[config.mk]
export PLATFORM = sky130hd
export DESIGN_NAME = core_sequencer
export DESIGN_NICKNAME = d
export VERILOG_FILES = /design/src/rtl/seq_pkg.sv /design/src/rtl/sat_counter.sv /design/src/rtl/core_sequencer.sv
export SDC_FILE = /design/constraint.sdc
export NUM_CORES = 1
export LEC_CHECK = 0
export ABC_AREA = 1
export CELL_PAD_IN_SITES_DETAIL_PLACEMENT = 0
export CELL_PAD_IN_SITES_GLOBAL_PLACEMENT = 1
export CORE_AREA = 5 5 69 71
export CTS_CLUSTER_DIAMETER = 40
export DETAILED_ROUTE_END_ITERATION = 10
export DIE_AREA = 0 0 74 76
export PLACE_DENSITY = 0.72
export SYNTH_ARGS = -nofsm -noshare
export SYNTH_HDL_FRONTEND = slang
export SYNTH_SLANG_ARGS = --single-unit
export TNS_END_PERCENT = 20
[constraint.sdc]
create_clock -name clk -period 1.3 [get_ports clk]
set_input_delay 0.26 -clock clk [delete_from_list [all_inputs] [get_ports clk]]
set_output_delay 0.26 -clock clk [all_outputs]
set_load 0.02 [all_outputs]
[src/rtl/seq_pkg.sv]
// Shared types and default parameter values for the core sequencer.
package seq_pkg;

    typedef enum logic [1:0] {
        IDLE,
        HOLD_RST,
        RUN,
        FINISH
    } seq_state_e;

    localparam int unsigned DEF_CNT_W      = 16;
    localparam int unsigned DEF_RST_CYCLES = 2;
    localparam int unsigned DEF_TIMEOUT    = 4096;

endpackage

[src/rtl/sat_counter.sv]
// Clearable, enable-gated up-counter that sticks at all-ones instead of wrapping.
module sat_counter #(
    parameter int unsigned CNT_W = 16
) (
    input  logic             clk,
    input  logic             reset,
    input  logic             clear,
    input  logic             enable,
    output logic [CNT_W-1:0] count
);

    logic [CNT_W-1:0] count_q;
    logic [CNT_W-1:0] count_d;

    always_comb begin
        count_d = count_q;
        if (clear) begin
            count_d = '0;
        end else if (enable && (count_q != '1)) begin
            count_d = count_q + CNT_W'(1);
        end
    end

    always_ff @(posedge clk) begin
        if (reset) begin
            count_q <= '0;
        end else begin
            count_q <= count_d;
        end
    end

    assign count = count_q;

endmodule

[src/rtl/core_sequencer.sv]
// Holds a processor core in reset, releases it for one program run, and reports completion.
// Optional RUN-cycle abort is enabled by defining SEQ_TIMEOUT_EN.
module core_sequencer
    import seq_pkg::*;
#(
    parameter int unsigned CNT_W      = DEF_CNT_W,
    parameter int unsigned RST_CYCLES = DEF_RST_CYCLES,
    parameter int unsigned TIMEOUT    = DEF_TIMEOUT
) (
    input  logic             clk,
    input  logic             reset,
    input  logic             start,
    input  logic             core_done,
    output logic             core_reset,
    output logic             core_req,
    output logic             busy,
    output logic             done,
    output logic             timeout,
    output logic [CNT_W-1:0] cycle_count
);

    localparam int unsigned HOLD_W = (RST_CYCLES > 1) ? $clog2(RST_CYCLES) : 1;

    seq_state_e        state_q, state_d;
    logic [HOLD_W-1:0] hold_cnt_q, hold_cnt_d;
    logic              first_q, first_d;
    logic              done_q, done_d;
    logic              cnt_clear;
    logic              cnt_en;

`ifdef SEQ_TIMEOUT_EN
    localparam int unsigned TMR_W = (TIMEOUT > 1) ? $clog2(TIMEOUT) : 1;

    logic [TMR_W-1:0] tmr_q, tmr_d;
    logic             timeout_q, timeout_d;
`else
    logic [31:0] unused_timeout;
    assign unused_timeout = 32'(TIMEOUT);
`endif

    always_comb begin
        state_d    = state_q;
        hold_cnt_d = hold_cnt_q;
        first_d    = 1'b0;
        done_d     = 1'b0;
        cnt_clear  = 1'b0;
        cnt_en     = 1'b0;
`ifdef SEQ_TIMEOUT_EN
        tmr_d      = tmr_q;
        timeout_d  = 1'b0;
`endif
        case (state_q)
            IDLE: begin
                if (start) begin
                    state_d    = HOLD_RST;
                    hold_cnt_d = '0;
                    cnt_clear  = 1'b1;
                end
            end
            HOLD_RST: begin
                if (hold_cnt_q == HOLD_W'(RST_CYCLES - 1)) begin
                    state_d = RUN;
                    first_d = 1'b1;
`ifdef SEQ_TIMEOUT_EN
                    tmr_d   = '0;
`endif
                end else begin
                    hold_cnt_d = hold_cnt_q + HOLD_W'(1);
                end
            end
            RUN: begin
                cnt_en = 1'b1;
`ifdef SEQ_TIMEOUT_EN
                tmr_d  = tmr_q + TMR_W'(1);
`endif
                // core_done is tested first so it wins a tie with the limit
                if (core_done) begin
                    state_d = FINISH;
                    done_d  = 1'b1;
                end
`ifdef SEQ_TIMEOUT_EN
                else if (tmr_q == TMR_W'(TIMEOUT - 1)) begin
                    state_d   = FINISH;
                    timeout_d = 1'b1;
                end
`endif
            end
            FINISH: begin
                state_d = IDLE;
            end
            default: begin
                state_d = IDLE;
            end
        endcase
    end

    always_ff @(posedge clk) begin
        if (reset) begin
            state_q    <= IDLE;
            hold_cnt_q <= '0;
            first_q    <= 1'b0;
            done_q     <= 1'b0;
`ifdef SEQ_TIMEOUT_EN
            tmr_q      <= '0;
            timeout_q  <= 1'b0;
`endif
        end else begin
            state_q    <= state_d;
            hold_cnt_q <= hold_cnt_d;
            first_q    <= first_d;
            done_q     <= done_d;
`ifdef SEQ_TIMEOUT_EN
            tmr_q      <= tmr_d;
            timeout_q  <= timeout_d;
`endif
        end
    end

    sat_counter #(
        .CNT_W(CNT_W)
    ) u_cycle_cnt (
        .clk    (clk),
        .reset  (reset),
        .clear  (cnt_clear),
        .enable (cnt_en),
        .count  (cycle_count)
    );

    assign core_reset = (state_q != RUN);
    assign core_req   = (state_q == RUN) && first_q;
    assign busy       = (state_q != IDLE);
    assign done       = done_q;
`ifdef SEQ_TIMEOUT_EN
    assign timeout    = timeout_q;
`else
    assign timeout    = 1'b0;
`endif

endmodule
; ---- After elaboration in Yosys (flattened, before gate mapping)
; Index checks and enable logic that the tools add are counted.
; Widths: inputs -> output; s select.
[classes]
n_addsub = 2
eq_ne = 8
muxes = 12
n_bitwise = 2
n_reduce_logical = 10
[ops]
columns = operator, n
row1 = $add 16x1->16 const B, 1
row2 = $ne 16x16->1 const B, 1
row3 = $ne 2x2->1 const B, 4
row4 = $pmux 2 s4, 1
row5 = $mux 1, 7
row6 = $mux 2, 3
row7 = $reduce_or 2->1, 3
row8 = $eq 2x2->1 const B, 2
row9 = $reduce_bool 2->1, 2
row10 = $reduce_and 3->1, 1
row11 = $eq 2x1->1 const B, 1
row12 = $logic_and 1x1->1, 2
row13 = $logic_not 2->1, 1
row14 = $not 1->1, 2
row15 = $pmux 1 s2, 1
row16 = $reduce_and 2->1, 1
row17 = $add 1x1->1 const B, 1
[word_totals]
ff_bits = 21
inputBits = 4
out_inout_bits = 21
wordCells = 39

; ---- Longest topological paths before layout
; Gate-level depths: netlist of the first run.
[depth]
depth_word = 3
mapped_depth = 9
ltp_nobuf = 9

; ---- Hierarchy
; From an unflattened synthesis of the first run, not the netlist that was laid out.
[unflattened]
cells_unflattened = 195
area_unflattened_um2 = 1278.7
[by_module_without_submodules]
columns = module, instances, cells_each, area_each_um2, seq_area_each_um2
row1 = sat_counter, 1, 156, 1004.7, 320.3
row2 = core_sequencer, 1, 39, 274.0, 100.1

; ---- Worst setup path before layout of the first run
; No wires, ideal clock.
[synth_path]
path_kind = register to register
startpoint = register u_cycle_cnt.count_q[1] (netlist: u_cycle_cnt.count[1])
endpoint = register u_cycle_cnt.count_q[13] (netlist: u_cycle_cnt.count[13])
setup_time_ps = 115
arrival_time_ps = 1436
required_time_ps = 1185
slack_ps = -251
stages_incl_launch_ff = 8
period_less_slack_ps = 1551
path_cell_list = dfxtp_1 > ha_1 > nand2_2 > nor2_4 > nand4_4 > buf_6 > a21oi_1 > nor2_1
[synth_between]
elab_chain_cells = 2
[synth_rtl]
columns = item, line
row1 = start: declaration, sat_counter.sv:12  ; logic [CNT_W-1:0] count_q;
row2 = start signal: assignment, sat_counter.sv:28  ; count_q <= count_d;
row3 = branches (longest 2 deep; another with $add 16x1->16), --
; Several ways; the timed one is not identified.
; A chain may end at the register's enable or synchronous reset.

; ---- Worst setup path after layout of the first run
[layout_path]
startpoint = register u_cycle_cnt.count_q[0] (netlist: u_cycle_cnt.count[0])
endpoint = register u_cycle_cnt.count_q[3] (netlist: u_cycle_cnt.count[3])
; The elaborated chain is that of the path after synthesis.

==> results of run 1 <==
-- layout make-up --
cell class,instances,area [um^2],share of cell area
Multi-Input combinational cell,136,868,0.436
Timing Repair Buffer,59,495,0.249
Sequential cell,21,445,0.224
Inverter,18,70.1,0.0352
Tap cell,52,65.1,0.0327
Clock buffer,3,41.3,0.0207
Clock inverter,1,5.00,0.00251
-- stage by stage --
stage          instance area [um^2]  hold WS (ns)  power (mW)
6_report                       1990         0.482        2.02
4_1_cts                        1890         0.485        2.03
3_3_place_gp                   1830         0.465        1.58
2_1_floorplan                  1320         0.336        1.25
5_1_grt                        1990         0.511        2.15
3_5_place_dp                   1830         0.473        1.58
-- cell usage in the layout (no fill, tap or decap), drive strengths merged, types with 2 or more instances in the layout --
cell type       n
clkdlybuf4s50   3
xor2            2
ha              4
o21ai           6
nand4           3
dfxtp          21
dlygate4sd2    11
nand3          15
a21oi          14
clkinv          2
nor2           36
inv            17
clkbuf          4
buf            40
nor3            2
nand3b          2
clkdlybuf4s15   4
nand2          46
-- worst register-to-register path, cell delays in order (launching register included) --
cell	delay, ns
dfxtp_4	0.36
ha_4	0.16
nand2_4	0.06
nor2_4	0.18
nand2_4	0.09
o21ai_4	0.24
nand2_1	0.10
a21oi_2	0.11
-- per-layer routing --
layer,up-vias,wire [um],GRT usage
met3,5,140,0.0224
li1,691,-,-
met2,21,1510,0.203
met5,-,0,0
met4,0,56,0.0489
met1,568,1520,0.160
-- state kept, by name (all words and copies together) (netlist names) --
| name | flops |
|---|---|
| hold_cnt_q | 1 |
| first_q | 1 |
| state_q | 2 |
| done | 1 |
| u_cycle_cnt.count | 16 |
-- kinds of logic after synthesis --
group / after synthesis / share of synthesized area
AOI/OAI and AO/OA: 23 / 0.107
xor gates and xnor gates: 2 / 0.0140
adders and majority gates: 4 / 0.0399
buffers and inverters: 21 / 0.0798
DFF: 21 / 0.335
other: 1 / 0.00299
and+or+nand+nor: 106 / 0.422
-- path summary, 6_finish.rpt --
path | from | to | slack [ns] | cells after the start
worst max-delay path | u_cycle_cnt.count[0]$_SDFFE_PP0P_ | u_cycle_cnt.count[3]$_SDFFE_PP0P_ | -0.06 | 7
worst min-delay path | hold_cnt_q$_SDFFE_PP0P_ | first_q$_SDFF_PP0_ | 0.48 | 2
worst max register to register | u_cycle_cnt.count[0]$_SDFFE_PP0P_ | u_cycle_cnt.count[3]$_SDFFE_PP0P_ | -0.06 | 7
worst min register to register | hold_cnt_q$_SDFFE_PP0P_ | first_q$_SDFF_PP0_ | 0.48 | 2
-- where the power goes --
part	internal (mW)	leakage (nW)	switching, mW	total [mW]
Combinational	0.367	0.670	0.456	0.823
Sequential	0.716	0.178	0.0397	0.755
Clock	0.214	0.0255	0.232	0.446
Total	1.30	0.874	0.728	2.02
-- repair_timing --
item | in CTS | in global routing
setup endpoints to repair | 39 | 25
pin swaps | 6 | 18
gates cloned | 0 | 0
gates resized for setup | 46 | 27
hold buffers | 0 | 0
buffers inserted | 0 | 3
==> reports/qor.yml, run 1 <==
synthesis:
  synth.avg_cell_area_um2: 7.05
  ys_async_sr_fraction: 0
  ys.flop_type: "dfxtp_1"
  synth_nets: 186
  synth.area.top_cells: "dfxtp_1, nand2_1, nor2_1"
  syn_inst: 178
  synth_common_cells: "nand2_1, nor2_1, dfxtp_1"
  synth_top_area_share: 0.335
  yosysTopAreaCell: "dfxtp_1"
  syn_area_um2: 1250
  ys_types: 30
  yosysMostFrequentCell: "nand2_1"
  yosysSeqAreaShare: 0.335
  synth-edff-count: 0
  synth-seq-cells: 21
  synth_warnings: 0
floorplan:
  core_area_um2: 4170
  dieArea_um2: 5620
  boundaryPins: 25
  rows: 24
  die_h_um: 76
  initial_utilization: 0.301
  die_w_um: 74
sta:
  hold_viol: 0
  min_period_ns: 1.36
  slew_viol_final: 0
  max_freq_mhz: 737
  finClkSkew_ns: 0.00222
  final.setup.worst_slack_ns: -0.0561
  final.period_utilization: 1.04
  setup_tns_ns: -0.642
  setup_viol: 18
  rsz0062_at_grt: "true"
route:
  first_iter_violations: 36
  detail_route.wl_per_cell_um: 11.1
  ant_nets: 0
  totalWireLength_mm: 3.23
  num_vias: 1285
  drc_errors: 0
  firstDrtPassIters: 4
  vias_per_cell: 4.43
hold_path:
  hp-class: "register to register"
critical_path:
  crit_path_top_delay_cell: "dfxtp_4"
  worstPathRequired_ns: 1.50
  slowest_delay_ns: 0.36
  worst-path-buf-inv: 0
  cp_top_family: "simple AND/OR/NAND/NOR gates"
  end_kind: "register"
  crit_fanout: 6
  criticalPathCategory: "register to register"
  crit_top_cell: "nand2_4"
  crit_chain: "ha_4 > nand2_4 > nor2_4 > nand2_4 > o21ai_4 > nand2_1 > a21oi_2"
  critPathLaunchType: "register"
  crit_arrival_ns: 1.56
power:
  p_per_area_nw_per_um2: 1020
  ir_worst_vdd_uv: 797
  leakage_nw: 0.874
clock_network:
  cts_tree: "done"
  clk_pin_slew_ns: 0.08
  clock_path_buffers: 2
  ctsRootBufferMaster: "clkbuf_8"
  cts_buffers: 3
  clock_latency_ns: 0.26
  cts_max_level: 1
  cts_sinks: 21
global_route:
  grt_usage: 0.125
  grt_pass1_vias: 1184
  grt_first_pass_wirelength_mm: 5.55
  grt_max_degree: 18
  overflow: 0
  antenna_found_initial: 0
layout:
  nFillCells: 423
  drive_above_1_share: 0.454
  post-route-util: 0.477
  diodes: 0
  synthToLayoutAreaGrowth_pct: 58.6
  fin_cells: 290
  nNetsFinal: 247
outcome:
  status: "finished with violations"
  violations: "negative setup slack"
place:
  dp_cells: 283
  port_buffers: 23
  place_hpwl_mm: 2.50
  gp_congestion: 0.828
  dp_slack_ns: -0.204
flow_run:
  cap_violations: 0
(Power assumes the default switching activity.)
==> run 2, diff against run 1 <==
--- a/config.mk
+++ b/config.mk
@@ -5,13 +5,13 @@
 export SDC_FILE = /design/constraint.sdc
 export NUM_CORES = 1
 export LEC_CHECK = 0
-export ABC_AREA = 1
+export ABC_AREA = 0
 export CELL_PAD_IN_SITES_DETAIL_PLACEMENT = 0
 export CELL_PAD_IN_SITES_GLOBAL_PLACEMENT = 1
-export CORE_AREA = 5 5 69 71
+export CORE_AREA = 5 5 64 66
 export CTS_CLUSTER_DIAMETER = 40
 export DETAILED_ROUTE_END_ITERATION = 10
-export DIE_AREA = 0 0 74 76
+export DIE_AREA = 0 0 69 71
 export PLACE_DENSITY = 0.72
 export SYNTH_ARGS = -nofsm -noshare
 export SYNTH_HDL_FRONTEND = slang
==> run 2 against run 1 <==
  * The flow still finishes with violations (negative setup slack)
  * Routed wire length is 5.7% higher
  * Register-to-register slack got worse by 0.34 ns
  * Flip-flop and latch count unchanged
  * Critical endpoint is now u_cycle_cnt.count[14]$_SDFFE_PP0P_
  * Largest cell class unchanged
  * Largest power group unchanged
  * Highest routed layer unchanged
==> reports/qor.yml, run 2 <==
outcome:
  status: "finished with violations"  # unchanged
  violations: "negative setup slack"  # unchanged
clock_network:
  cts_tree: "done"  # unchanged
  postCtsHoldBufs: 0  # unchanged
  clock_latency_ns: 0.31  # was 0.26 ns
  clock_path_buffers: 2  # unchanged
  ctsRootBufferMaster: "clkbuf_4"  # was clkbuf_8
  clk_pin_slew_ns: 0.13  # was 0.08 ns
  cts_sinks: 21  # unchanged
  cts_max_level: 1  # unchanged
  cts_buffers: 3  # unchanged
synthesis:
  synth-seq-cells: 21  # unchanged
  synth_top_area_share: 0.392  # was 0.335
  synth-edff-count: 0  # unchanged
  ys_async_sr_fraction: 0  # unchanged
  synth_common_cells: "dfxtp_1, a21oi_1, nand2_1"  # was nand2_1, nor2_1, dfxtp_1
  synth.area.top_cells: "dfxtp_1, a21oi_1, ha_1"  # was dfxtp_1, nand2_1, nor2_1
  ys.flop_type: "dfxtp_1"  # unchanged
  ys_types: 38  # was 30
  yosysMostFrequentCell: "dfxtp_1"  # was nand2_1
  synth.avg_cell_area_um2: 8.65  # was 7.05 um^2
  syn_area_um2: 1070  # was 1250 um^2
  yosysTopAreaCell: "dfxtp_1"  # unchanged
  yosysSeqAreaShare: 0.392  # was 0.335
  syn_inst: 124  # was 178
  synth_warnings: 0  # unchanged
  synth_nets: 132  # was 186
sta:
  final.period_utilization: 1.30  # was 1.04
  rsz0062_at_grt: "true"  # unchanged
  hold_viol: 0  # unchanged
  slew_viol_final: 0  # unchanged
  max_freq_mhz: 589  # was 737 MHz
  min_period_ns: 1.70  # was 1.36 ns
  finClkSkew_ns: 0.0174  # was 0.00222 ns
  setup_tns_ns: -5.09  # was -0.642 ns
  hold_slack_ns: 0.489  # was 0.482 ns
  setup_viol: 21  # was 18
  final.setup.worst_slack_ns: -0.396  # was -0.0561 ns
critical_path:
  cp_num_cells: 6  # was 7
  worstPathRequired_ns: 1.51  # was 1.50 ns
  crit_fanout: 6  # unchanged
  crit_chain: "inv_2 > ha_4 > and4_1 > or4b_4 > o311ai_2 > o41ai_1"  # was ha_4 > nand2_4 > nor2_4 > nand2_4 > o21ai_4 > nand2_1 > a21oi_2
  critPathLaunchType: "register"  # unchanged
  crit_arrival_ns: 1.90  # was 1.56 ns
  worst-path-buf-inv: 1  # was 0
  slowest_delay_ns: 0.49  # was 0.36 ns
  r2r_slack_ns: -0.40  # was -0.06 ns
  r2r-end: "u_cycle_cnt.count[14]$_SDFFE_PP0P_"  # was u_cycle_cnt.count[3]$_SDFFE_PP0P_
  startpoint: "state_q[0]$_SDFFE_PP0P_"  # was u_cycle_cnt.count[0]$_SDFFE_PP0P_
  r2r_start: "state_q[0]$_SDFFE_PP0P_"  # was u_cycle_cnt.count[0]$_SDFFE_PP0P_
  reg2reg_depth: 6  # was 7
  criticalPathCategory: "register to register"  # unchanged
  crit_path_top_delay_cell: "or4b_4"  # was dfxtp_4
  end_kind: "register"  # unchanged
  cp_top_family: "simple AND/OR/NAND/NOR gates"  # unchanged
  crit_end: "u_cycle_cnt.count[14]$_SDFFE_PP0P_"  # was u_cycle_cnt.count[3]$_SDFFE_PP0P_
layout:
  synthToLayoutAreaGrowth_pct: 74.1  # was 58.6%
  finalInstanceArea_um2: 1870  # was 1990 um^2
  multiInputGateArea_um2: 752  # was 868 um^2
  drive_above_1_share: 0.588  # was 0.454
  final_common_cell: "buf_4"  # was nand2_1
  layout_common_cells: "buf_4, buf_2, a21oi_1, dfxtp_2, nand2_1"  # was nand2_1, buf_4, nor2_1, dfxtp_2, inv_1
  seqCellArea_um2: 443  # was 445 um^2
  nNetsFinal: 208  # was 247
  largest_register_ffs: 16  # unchanged
  nFillCells: 364  # was 423
  diodes: 0  # unchanged
floorplan:
  core_area_um2: 3520  # was 4170 um^2
  boundaryPins: 25  # unchanged
  die_h_um: 71  # was 76 um
  dieArea_um2: 4900  # was 5620 um^2
  die_w_um: 69  # was 74 um
  rows: 22  # was 24
  initial_utilization: 0.304  # was 0.301
route:
  ant_nets: 0  # unchanged
  detail_route.wl_per_cell_um: 13.8  # was 11.1 um
  totalWireLength_mm: 3.41  # was 3.23 mm
  firstDrtPassIters: 4  # unchanged
  dr_wl_met2_mm: 1.83  # was 1.51 mm
  routed.top_layer: "met4"  # unchanged
  vias_per_cell: 5.03  # was 4.43
  drc_errors: 0  # unchanged
  met3_length_um: 101  # was 140 um
  num_vias: 1243  # was 1285
  first_iter_violations: 70  # was 36
  drt-met1-wl_mm: 1.46  # was 1.52 mm
place:
  gp_congestion: 0.841  # was 0.828
  dp_slack_ns: -0.406  # was -0.204 ns
  port_buffers: 23  # unchanged
  place_hpwl_mm: 2.56  # was 2.50 mm
  placed_area_um2: 1740  # was 1830 um^2
global_route:
  grt_first_pass_wirelength_mm: 5.73  # was 5.55 mm
  grt_usage: 0.138  # was 0.125
  grt_max_degree: 12  # was 18
  overflow: 0  # unchanged
  grt_pass1_vias: 1322  # was 1184
  antenna_found_initial: 0  # unchanged
power:
  ir_worst_vdd_uv: 1030  # was 797 uV
  leakage_nw: 0.782  # was 0.874 nW
  p_per_area_nw_per_um2: 1200  # was 1020 nW/um^2
flow_run:
  cap_violations: 0  # unchanged
hold_path:
  hp-class: "register to register"  # unchanged
==> run 2: cell families (layout without fill, tap and decap cells) <==
logic type / count (synthesis) / in the layout / synth area share
simple gates: 54 / 54 / 0.302
compound gates: 33 / 33 / 0.201
flops: 21 / 21 / 0.392
buf+inv: 9 / 84 / 0.0362
fa+ha+maj: 4 / 4 / 0.0467
mux: 2 / 2 / 0.0187
other cells: 1 / 1 / 0.00350
==> run 2: per-layer routing <==
layer,up-vias,GRT usage
li1,624,-
met1,597,0.155
met2,20,0.256
met3,2,0.0227
met4,0,0.0564
met5,-,0
==> run 2: where the power goes <==
group	switching, mW	internal (mW)
clock	0.209	0.120
sequential	0.0479	0.703
combinational	0.522	0.632
==> run 2: cell type report <==
cell class                 instances  area share
inverter                           6      0.0147
tap                               48      0.0322
timing repair buffer              74       0.299
clock buffer                       4      0.0141
sequential                        21       0.237
multi-input combinational         94       0.403
==> run 2: worst min path at each step <==
stage / cells past startpoint / startpoint / slack, ns / to
floorplan: 1 / reset / 0.32 / state_q[0]$_SDFFE_PP0P_
global placement: 2 / hold_cnt_q$_SDFFE_PP0P_ / 0.45 / first_q$_SDFF_PP0_
detailed placement: 2 / hold_cnt_q$_SDFFE_PP0P_ / 0.45 / first_q$_SDFF_PP0_
CTS: 2 / hold_cnt_q$_SDFFE_PP0P_ / 0.48 / first_q$_SDFF_PP0_
global route: 2 / hold_cnt_q$_SDFFE_PP0P_ / 0.51 / first_q$_SDFF_PP0_
finish: 2 / hold_cnt_q$_SDFFE_PP0P_ / 0.49 / first_q$_SDFF_PP0_
==> run 2: per-stage QoR <==
stage,std cells,power (mW),util
global route,247,2.36,0.530
global placement,239,1.56,0.494
CTS,246,2.14,0.516
finish,247,2.23,0.530
floorplan,124,1.15,-
detailed placement,239,1.59,0.494
==> run 2: worst min-delay path: cells and delay by family, from the launching register on <==
family / cells / cell delay, ns
AND/OR/NAND/NOR: 2 / 0.11
flip-flops: 1 / 0.36
==> run 2: what timing repair did <==
item                                    in CTS  in global routing
endpoints found under the setup margin      39                 26
cloned                                       0                  0
buffers inserted                             3                  3
pin swaps                                    8                  7
gates resized for setup                     99                 21
==> run 3, diff against run 2 <==
--- a/config.mk
+++ b/config.mk
@@ -8,11 +8,13 @@
 export ABC_AREA = 0
 export CELL_PAD_IN_SITES_DETAIL_PLACEMENT = 0
 export CELL_PAD_IN_SITES_GLOBAL_PLACEMENT = 1
-export CORE_AREA = 5 5 64 66
+export CORE_AREA = 5 5 57 71
+export CTS_BUF_LIST = sky130_fd_sc_hd__clkbuf_4
 export CTS_CLUSTER_DIAMETER = 40
+export CTS_CLUSTER_SIZE = 14
 export DETAILED_ROUTE_END_ITERATION = 10
-export DIE_AREA = 0 0 69 71
-export PLACE_DENSITY = 0.72
+export DIE_AREA = 0 0 62 76
+export PLACE_DENSITY = 0.75
 export SYNTH_ARGS = -nofsm -noshare
 export SYNTH_HDL_FRONTEND = slang
 export SYNTH_SLANG_ARGS = --single-unit
==> run 3 against run 2 <==
  * The run still ends with negative setup slack left
  * Non-clock buffer count down 2
  * Worst hold slack lost 0.0011 ns
  * Flip-flop and latch count did not move
  * Via count increased by 1.3%
  * Clock power up 2%
  * Highest routed layer unchanged
  * Critical endpoint is now u_cycle_cnt.count[10]$_SDFFE_PP0P_
  * Register-to-register slack hardly changed
  * Design area grew 2.2%
  * Critical path type unchanged
  * Worst setup slack worse by 0.00075 ns
==> reports/qor.yml, run 3 (synthesis gave the netlist of run 2 again) <==
outcome:
  status: "finished with violations"  # unchanged
  violations: "negative setup slack"  # unchanged
floorplan:
  die_w_um: 62  # was 69 um
  dieArea_um2: 4710  # was 4900 um^2
  core_area_um2: 3360  # was 3520 um^2
  rows: 24  # was 22
  boundaryPins: 25  # unchanged
  die_h_um: 76  # was 71 um
  initial_utilization: 0.319  # was 0.304
sta:
  final.period_utilization: 1.31  # was 1.30
  finClkSkew_ns: 0.00256  # was 0.0174 ns
  setup_tns_ns: -5.20  # was -5.09 ns
  setup_viol: 23  # was 21
  final.setup.worst_slack_ns: -0.397  # was -0.396 ns
  max_freq_mhz: 589  # about the same
  slew_viol_final: 0  # unchanged
  min_period_ns: 1.70  # about the same
  hold_viol: 0  # unchanged
  rsz0062_at_grt: "true"  # unchanged
layout:
  largest_register_ffs: 16  # unchanged
  drive_above_1_share: 0.619  # was 0.588
  synthToLayoutAreaGrowth_pct: 77.9  # was 74.1%
  seqCellArea_um2: 442  # was 443 um^2
  nNetsFinal: 206  # was 208
  post-route-util: 0.567  # was 0.530
  final_common_cell: "buf_4"  # unchanged
  layout_common_cells: "buf_4, buf_2, buf_6, dfxtp_2, nand2_1"  # was buf_4, buf_2, a21oi_1, dfxtp_2, nand2_1
  multiInputGateArea_um2: 805  # was 752 um^2
  nFillCells: 316  # was 364
  diodes: 0  # unchanged
clock_network:
  ctsRootBufferMaster: "clkbuf_4"  # unchanged
  postCtsHoldBufs: 0  # unchanged
  cts_tree: "done"  # unchanged
  clk_pin_slew_ns: 0.13  # about the same
  clock_latency_ns: 0.31  # about the same
  cts_max_level: 1  # unchanged
  cts_sinks: 21  # unchanged
  cts_buffers: 3  # unchanged
  clock_path_buffers: 2  # unchanged
critical_path:
  reg2reg_depth: 6  # unchanged
  worstPathRequired_ns: 1.55  # was 1.51 ns
  crit_fanout: 4  # was 6
  r2r_slack_ns: -0.40  # about the same
  r2r-end: "u_cycle_cnt.count[10]$_SDFFE_PP0P_"  # was u_cycle_cnt.count[14]$_SDFFE_PP0P_
  critPathLaunchType: "register"  # unchanged
  crit_arrival_ns: 1.95  # was 1.90 ns
  criticalPathCategory: "register to register"  # unchanged
  r2r_start: "u_cycle_cnt.count[1]$_SDFFE_PP0P_"  # was state_q[0]$_SDFFE_PP0P_
  end_kind: "register"  # unchanged
hold_path:
  hp-class: "register to register"  # unchanged
  hold_end: "first_q$_SDFF_PP0_"  # unchanged
  hold_start: "hold_cnt_q$_SDFFE_PP0P_"  # unchanged
  hold_depth: 2  # unchanged
route:
  num_vias: 1259  # was 1243
  ant_nets: 0  # unchanged
  firstDrtPassIters: 4  # unchanged
  first_iter_violations: 43  # was 70
  vias_per_cell: 5.33  # was 5.03
  drc_errors: 0  # unchanged
  totalWireLength_mm: 3.67  # was 3.41 mm
  detail_route.wl_per_cell_um: 15.5  # was 13.8 um
global_route:
  grt_pass1_vias: 1314  # was 1322
  grt_max_degree: 13  # was 12
  grt_usage: 0.159  # was 0.138
  grt_first_pass_wirelength_mm: 5.82  # was 5.73 mm
  antenna_found_initial: 0  # unchanged
  overflow: 0  # unchanged
power:
  ir_worst_vdd_uv: 1320  # was 1030 uV
  leakage_nw: 0.788  # was 0.782 nW
  p_per_area_nw_per_um2: 1130  # was 1200 nW/um^2
place:
  port_buffers: 23  # unchanged
  place_hpwl_mm: 2.69  # was 2.56 mm
  gp_congestion: 0.828  # was 0.841
flow_run:
  cap_violations: 0  # unchanged
[run 3: changes by cell type in the layout (fill, tap and decap cells not counted), sizes merged]
cell    before  now
buf         69   67
clkbuf       5    4
clkinv       0    1
[run 3: how the worst max path moves through the flow]
stage | startpoint | end | slack [ns] | cells after the start
global placement | state_q[0]$_SDFFE_PP0P_ | u_cycle_cnt.count[13]$_SDFFE_PP0P_ | -0.34 | 6
floorplan | state_q[0]$_SDFFE_PP0P_ | u_cycle_cnt.count[14]$_SDFFE_PP0P_ | -0.38 | 6
global route | state_q[0]$_SDFFE_PP0P_ | u_cycle_cnt.count[10]$_SDFFE_PP0P_ | -0.46 | 7
detailed placement | state_q[0]$_SDFFE_PP0P_ | u_cycle_cnt.count[13]$_SDFFE_PP0P_ | -0.38 | 6
CTS | state_q[0]$_SDFFE_PP0P_ | u_cycle_cnt.count[14]$_SDFFE_PP0P_ | -0.38 | 6
finish | u_cycle_cnt.count[1]$_SDFFE_PP0P_ | u_cycle_cnt.count[10]$_SDFFE_PP0P_ | -0.40 | 6
[run 3: layer usage]
| layer | track usage | share of wire |
|---|---|---|
| met5 | 0 | 0 |
| met4 | 0.0828 | 0.012 |
| met3 | 0.0305 | 0.047 |
| met2 | 0.276 | 0.55 |
| met1 | 0.171 | 0.39 |
[run 3: metrics by stage]
step / cell area (um^2) / std cells / hold slack (ns) / total power [mW] / setup slack [ns]
2_1_floorplan: 1120 / 124 / 0.325 / 1.15 / -0.383
5_1_grt: 1910 / 236 / 0.512 / 2.28 / -0.455
4_1_cts: 1760 / 231 / 0.490 / 2.04 / -0.378
3_5_place_dp: 1700 / 226 / 0.451 / 1.58 / -0.384
6_report: 1910 / 236 / 0.488 / 2.16 / -0.397
3_3_place_gp: 1700 / 226 / 0.450 / 1.53 / -0.338
[run 3: layout make-up]
class,instances,share of cell area
clock buffers,3,0.0118
clock inverters,1,0.00262
inverters,6,0.0118
multi-input cells,94,0.422
flip-flops and latches,21,0.231
well taps,39,0.0256
repair buffers,72,0.295
[run 3: power breakdown]
part | internal (mW) | switching (mW) | total [mW]
combinational | 0.570 | 0.500 | 1.07
clock | 0.115 | 0.220 | 0.335
sequential | 0.703 | 0.0499 | 0.753
[run 3: what timing repair did]
item | 4_1_cts | 5_1_grt
endpoints found under the hold margin | 0 | 0
buffers inserted | 1 | 5
resized for setup | 103 | 33
pin swaps | 7 | 10
setup endpoints to repair | 39 | 25
[run 3: worst max-delay path, stage by stage, from the launching register on]
cell     delay (ns)
dfxtp_4        0.39
ha_4           0.15
and4_4         0.23
buf_6          0.11
nand3_4        0.06
or4_4          0.54
a21oi_2        0.16
